[src/rtl/bus_sram_pkg.sv]
// Shared types and constants for the bus-to-async-SRAM controller.
package bus_sram_pkg;

    typedef enum logic [2:0] {IDLE, LO, HI, DONE, RECOV} state_t;

    localparam logic [3:0] SEL_LO_MASK = 4'b0011;
    localparam logic [3:0] SEL_HI_MASK = 4'b1100;
    localparam int         MIN_WAIT    = 2;

endpackage

[src/rtl/sram_phase_timer.sv]
// Down-counter that times one halfword phase and flags its last cycle and strobe window.
module sram_phase_timer
    import bus_sram_pkg::*;
#(
    parameter int WAIT_CYCLES = 2
) (
    input  logic clk,
    input  logic rst,
    input  logic load,
    output logic last,
    output logic we_win
);

    localparam int WAIT_EFF = (WAIT_CYCLES < MIN_WAIT) ? MIN_WAIT : WAIT_CYCLES;
    localparam int CNT_W    = $clog2(WAIT_EFF + 1);

    logic [CNT_W-1:0] cnt;

    always_ff @(posedge clk or posedge rst) begin
        if (rst) begin
            cnt <= '0;
        end else if (load) begin
            cnt <= CNT_W'(WAIT_EFF);
        end else if (cnt != '0) begin
            cnt <= cnt - CNT_W'(1);
        end
    end

    assign last = (cnt == CNT_W'(1));
    // Pins are registered, so the window looks one cycle ahead: strobe stays low next cycle.
    assign we_win = (cnt > CNT_W'(2));

endmodule

[src/rtl/wb_sram_ctrl.sv]
// Bus slave that splits each 32-bit access into timed halfword phases on a 16-bit async SRAM.
module wb_sram_ctrl
    import bus_sram_pkg::*;
#(
    parameter int ADDR_W      = 18,
    parameter int WAIT_CYCLES = 2
) (
    input  logic              clk_i,
    input  logic              rst_i,
    input  logic              stb_i,
    input  logic              we_i,
    input  logic [31:0]       adr_i,
    input  logic [31:0]       dat_i,
    input  logic [3:0]        sel_i,
    output logic [31:0]       dat_o,
    output logic              ack_o,
    output logic [ADDR_W-1:0] sram_addr_o,
    input  logic [15:0]       sram_dq_i,
    output logic [15:0]       sram_dq_o,
    output logic              sram_dq_oe_o,
    output logic              sram_ce_n_o,
    output logic              sram_oe_n_o,
    output logic              sram_we_n_o,
    output logic              sram_ub_n_o,
    output logic              sram_lb_n_o
);

    state_t            state;
    logic [ADDR_W-2:0] adr_q;
    logic [31:0]       dat_q;
    logic [3:0]        sel_q;
    logic              we_q;

    logic              accept, start_lo, start_hi, load, last, we_win, in_phase;
    logic [ADDR_W-2:0] src_adr;
    logic [31:0]       src_dat;
    logic [3:0]        src_sel;
    logic              src_we;
    logic [1:0]        ph_sel;
    logic [15:0]       ph_dat;
    logic              unused_adr;

    function automatic logic [15:0] lane_mask(input logic [1:0] s);
        return {{8{s[1]}}, {8{s[0]}}};
    endfunction

    assign accept   = (state == IDLE) && stb_i;
    assign start_lo = accept && (|(sel_i & SEL_LO_MASK));
    assign start_hi = (accept && !(|(sel_i & SEL_LO_MASK)) && (|(sel_i & SEL_HI_MASK)))
                   || ((state == LO) && last && (|(sel_q & SEL_HI_MASK)));
    assign load     = start_lo | start_hi;
    assign in_phase = (state == LO) || (state == HI);

    assign unused_adr = ^{adr_i[1:0], adr_i[31:ADDR_W+1]};

    // A phase starting on the accept edge must use the bus inputs, not the not-yet-latched copies.
    always_comb begin
        src_adr = accept ? adr_i[ADDR_W:2] : adr_q;
        src_dat = accept ? dat_i : dat_q;
        src_sel = accept ? sel_i : sel_q;
        src_we  = accept ? we_i  : we_q;
        ph_sel  = start_hi ? src_sel[3:2]  : src_sel[1:0];
        ph_dat  = start_hi ? src_dat[31:16] : src_dat[15:0];
    end

    sram_phase_timer #(.WAIT_CYCLES(WAIT_CYCLES)) u_timer (
        .clk    (clk_i),
        .rst    (rst_i),
        .load   (load),
        .last   (last),
        .we_win (we_win)
    );

    always_ff @(posedge clk_i or posedge rst_i) begin
        if (rst_i) begin
            state        <= IDLE;
            adr_q        <= '0;
            dat_q        <= '0;
            sel_q        <= '0;
            we_q         <= 1'b0;
            ack_o        <= 1'b0;
            dat_o        <= '0;
            sram_addr_o  <= '0;
            sram_dq_o    <= '0;
            sram_dq_oe_o <= 1'b0;
            sram_ce_n_o  <= 1'b1;
            sram_oe_n_o  <= 1'b1;
            sram_we_n_o  <= 1'b1;
            sram_ub_n_o  <= 1'b1;
            sram_lb_n_o  <= 1'b1;
        end else begin
            ack_o <= 1'b0;

            if (load) begin
                sram_addr_o  <= {src_adr, start_hi};
                sram_ce_n_o  <= 1'b0;
                sram_oe_n_o  <= src_we;
                sram_we_n_o  <= ~src_we;
                sram_lb_n_o  <= ~ph_sel[0];
                sram_ub_n_o  <= ~ph_sel[1];
                sram_dq_oe_o <= src_we;
                if (src_we) begin
                    sram_dq_o <= ph_dat;
                end
            end else if (in_phase && last) begin
                sram_ce_n_o  <= 1'b1;
                sram_oe_n_o  <= 1'b1;
                sram_we_n_o  <= 1'b1;
                sram_ub_n_o  <= 1'b1;
                sram_lb_n_o  <= 1'b1;
                sram_dq_oe_o <= 1'b0;
            end else if (in_phase) begin
                sram_we_n_o <= ~(we_q && we_win);
            end

            case (state)
                IDLE: begin
                    if (stb_i) begin
                        adr_q <= adr_i[ADDR_W:2];
                        dat_q <= dat_i;
                        sel_q <= sel_i;
                        we_q  <= we_i;
                        dat_o <= '0;
                        if (start_lo) begin
                            state <= LO;
                        end else if (start_hi) begin
                            state <= HI;
                        end else begin
                            state <= DONE;
                            ack_o <= 1'b1;
                        end
                    end
                end
                LO: begin
                    if (last) begin
                        if (!we_q) begin
                            dat_o[15:0] <= sram_dq_i & lane_mask(sel_q[1:0]);
                        end
                        if (start_hi) begin
                            state <= HI;
                        end else begin
                            state <= DONE;
                            ack_o <= 1'b1;
                        end
                    end
                end
                HI: begin
                    if (last) begin
                        if (!we_q) begin
                            dat_o[31:16] <= sram_dq_i & lane_mask(sel_q[3:2]);
                        end
                        state <= DONE;
                        ack_o <= 1'b1;
                    end
                end
                DONE:    state <= RECOV;
                RECOV:   state <= IDLE;
                default: state <= IDLE;
            endcase
        end
    end

endmodule

[config.mk]
export PLATFORM = sky130hd
export DESIGN_NAME = wb_sram_ctrl
export DESIGN_NICKNAME = d
export VERILOG_FILES = /design/src/rtl/bus_sram_pkg.sv /design/src/rtl/sram_phase_timer.sv /design/src/rtl/wb_sram_ctrl.sv
export SDC_FILE = /design/constraint.sdc
export NUM_CORES = 1
export LEC_CHECK = 0
export BUFFER_PORTS_ARGS = -buffer_cell sky130_fd_sc_hd__buf_2
export CORE_MARGIN = 2
export CORE_UTILIZATION = 47
export DETAILED_ROUTE_END_ITERATION = 10
export GPL_ROUTABILITY_DRIVEN = 0
export GPL_TIMING_DRIVEN = 0
export PLACE_DENSITY = 0.76
export REMOVE_ABC_BUFFERS = 1
export SYNTH_ARGS = -nofsm -noshare
export SYNTH_HDL_FRONTEND = slang
export SYNTH_HIERARCHICAL = 1
export SYNTH_SLANG_ARGS = --single-unit
[constraint.sdc]
create_clock -name clk_i -period 3.5 [get_ports clk_i]
set_input_delay 0 -clock clk_i [delete_from_list [all_inputs] [get_ports clk_i]]
set_output_delay 0 -clock clk_i [all_outputs]
set_load 0.01 [all_outputs]
==> impl_metrics.ini <==
[floorplan]
num_io_pins = 161
die_w_um = 114
row_count = 40
chipHeight_um = 114
floorplan.initialDensity_pct = 47.7
core_region_area_mm2 = 0.0119
die-area_mm2 = 0.0129

[layout]
fraction_of_layout_instances_using_a_drive_strength_above_1_pct = 31.3
layout-area-overhead-vs-synth_pct = 40.0
num_antenna_cells = 0
finish.net_count = 838
layout.core_utilization_pct = 66.7
layout_common_cells = sky130_fd_sc_hd__buf_2, sky130_fd_sc_hd__nand2_1, sky130_fd_sc_hd__dfrtp_1
finalInstanceArea_mm2 = 0.00792
n_fill_cell = 885
layout_commonest_cell = sky130_fd_sc_hd__buf_2
final_cell_count_no_fill = 907

[global_routing]
grt_util_all_layers_pct = 23.2
grt_antenna_before_repair = 0
grt_pass1_wl_um = 23400
vias_in_the_first_global_route = 4776
grt_remaining_overflow = 0
maximum_number_of_pins_on_one_net_before_global_route_repair = 78

[worst_setup_path]
worstSetupStartpointType = register
crit_path_cell_trace = or4b_1 > nor4_4 > nor3_1 > o31ai_1
critical_path_class = reg2reg
critical_path_arrival_ns = 3.49
critical_path.max_stage_delay_ns = 1.08
timing.critical_path.required_ns = 3.80
worstSetupEndpointType = register
critical_path.slowest_cell = sky130_fd_sc_hd__nor4_4
path_max_fanout = 26

[sta]
timing_worst_slew_pin_value_ns = 1.11
timing.final.crit_share_pct = 91.1
post-route-worst-setup-slack_ns = 0.311
timing.fmax_mhz = 314
finalHoldViolations = 0
period_needed_ns = 3.19
report.final.slew_viol_count = 0
slew_headroom_pct = 25.7
report.final.setup_viol = 0
finClkSkew_ns = 0.00594
unrepaired_setup_endpoints_after_global_routing = false

[clock_tree]
clkTransAtPathRegs_ns = 0.06
clk_root_buffer_cell = sky130_fd_sc_hd__clkbuf_16
cts_repair_resize_count = 0
tritoncts = built
cts.htree.levels = 4
cts_inserted_buffers = 17
clock_sinks = 132
clock_tree.buffer_depth = 2
worstSkewPairLatency_ns = 0.41

[synthesis]
ys.warnings.count = 6
ys_types = 49
synth_enable_flop_cells = 0
yosys-mux-area-fraction_pct = 6.37
synth_compound_gate_area_share_pct = 14.6
syn_avg_cell_area_um2 = 10.5
postSynthCellCount = 539
synth-seq-cells = 132
synthesis.area_mm2 = 0.00565
synth_xor_xnor_area_share_pct = 0.155
postSynth.topFlopCell = sky130_fd_sc_hd__dfrtp_1
ys_seq_area_share_pct = 58.5
synth_async_sr_flop_share_pct = 100
synth_adder_area_share_pct = 0.664
synth_top_family_by_area = simple AND/OR/NAND/NOR gates
post_synth_and_or_nand_nor_area_fraction_pct = 16.4

[place]
io_buffer_count = 145
placedInstanceArea_mm2 = 0.00655
place_inst = 804
place.detailed.hpwl_um = 9150
place_ws_ns = -0.339

[power_and_ir_drop]
power.sequential.fraction_pct = 36.2
net-switching-power_mw = 2.43
power.combinational.fraction_pct = 36.0
max-vdd-ir-drop_v = 0.000417
static-leakage-power_nw = 3.73
power_switching_share_pct = 34.2
cell_internal_pwr_mw = 4.67
power.density_mw_per_mm2 = 896
power_frac_clock_pct = 27.8

[status]
status = finished, final reports clean

[drt]
antenna_left = 0
via_count = 4858
drt_pre_antenna_iters = 4
drt_drc_violations_left = 0
detail_route.iter0.violations = 417
avgViaCountPerCell = 5.36
wirelength_um = 14700
wl_per_cell_um = 16.2

[flow_run]
cap_viol_max_count = 0

[min_path]
hp-class = in2async
final cells by class:
| type | count | area (um^2) | share of cell area (%) |
|---|---|---|---|
| Clock buffer | 23 | 488 | 6.16 |
| Clock inverter | 9 | 175 | 2.21 |
| Inverter | 7 | 31.3 | 0.395 |
| Multi-Input combinational cell | 366 | 2180 | 27.5 |
| Sequential cell | 132 | 3310 | 41.8 |
| Tap cell | 147 | 184 | 2.32 |
| Timing Repair Buffer | 223 | 1550 | 19.6 |
path summary, 6_finish.rpt:
path	startpoint	to	slack (ns)	cells after the start
max	state[2]$_DFFE_PP0P_	sram_dq_o[8]$_DFFE_PP0P_	0.31	4
min	rst_i	u_timer/cnt[0]$_DFFE_PP0P_	0.05	3
max reg2reg	state[2]$_DFFE_PP0P_	sram_dq_o[8]$_DFFE_PP0P_	0.31	4
min reg2reg	adr_q[16]$_DFFE_PP0P_	adr_q[16]$_DFFE_PP0P_	0.47	2
max in group asynchronous	rst_i	sram_lb_n_o$_DFFE_PP1P_	2.54	4
min in group clk_i	stb_i	state[1]$_DFFE_PP0P_	0.05	4
critical path: cells and delay by family, from the launching register on:
kind	cells	cell delay [ns]
AND/OR/NAND/NOR	3	2.22
flip-flops	1	0.56
AO/OA/AOI/OAI	1	0.29
power groups by stage:
stage / combinational (mW) / sequential [mW] / clock [mW]
after floorplan: 1.46 / 2.68 / 0
after global placement: 2.30 / 2.55 / 0
after detailed placement: 2.49 / 2.59 / 0
after CTS: 2.56 / 2.57 / 2.01
after global routing: 2.82 / 2.65 / 2.08
final: 2.55 / 2.57 / 1.97
synth_stat cells (5+ instances only):
library cell,number,area share [%]
sky130_fd_sc_hd__o21ai_0,24,2.1
sky130_fd_sc_hd__nor3_1,15,1.3
sky130_fd_sc_hd__dfstp_2,5,2.3
sky130_fd_sc_hd__o211ai_1,16,2.1
sky130_fd_sc_hd__a21oi_1,25,2.2
sky130_fd_sc_hd__a31oi_1,18,2.0
sky130_fd_sc_hd__inv_1,7,0.46
sky130_fd_sc_hd__nor2_1,28,1.9
sky130_fd_sc_hd__mux2_2,28,5.6
sky130_fd_sc_hd__clkbuf_1,17,1.1
sky130_fd_sc_hd__o31ai_2,10,2.2
sky130_fd_sc_hd__nand2_1,131,8.7
sky130_fd_sc_hd__o31ai_1,6,0.80
sky130_fd_sc_hd__nand2b_1,7,0.77
sky130_fd_sc_hd__o21ai_1,14,1.2
sky130_fd_sc_hd__buf_2,12,1.1
sky130_fd_sc_hd__dfrtp_1,127,56
state kept, by name (all words and copies together) (netlist names), 2 cells and up:
signal,flops
u_timer/cnt,2
dat_o,32
state,3
sel_q,4
sram_dq_o,16
adr_q,17
sram_addr_o,18
dat_q,32
what timing repair did:
action / CTS / global route
setup endpoints to repair: 18 / 0
hold buffers: 70 / 0
setup buffers: 1 / 0
hold endpoints to repair: 158 / 0
layer usage:
layer | wire (um) | vias to the layer above | track usage (%)
met5 | 0 | - | 0
met4 | 324 | 0 | 10.5
met3 | 716 | 28 | 5.26
met2 | 7140 | 170 | 38.2
met1 | 6510 | 2372 | 29.4
li1 | - | 2288 | -
through the flow:
stage                     setup TNS, ns  hold WS, ns  total power, mW
after floorplan                   -3.76       -0.259             4.14
after global placement          -228.01       -0.132             4.85
after detailed placement          -4.75      -0.0937             5.08
after CTS                             0       0.0312             7.14
after global routing                  0       0.0426             7.55
final                                 0       0.0455             7.09
kinds of logic (layout without fill, tap and decap cells):
family / count (synthesis) / count (layout)
AND/OR/NAND/NOR: 204 / 204
multiplexers: 32 / 32
flip-flops: 132 / 132
AO/OA/AOI/OAI: 126 / 126
buffers and inverters: 41 / 262
adder cells (fa/ha/maj): 3 / 3
XOR/XNOR: 1 / 1
Note: power is estimated with default switching activity, not from simulation.
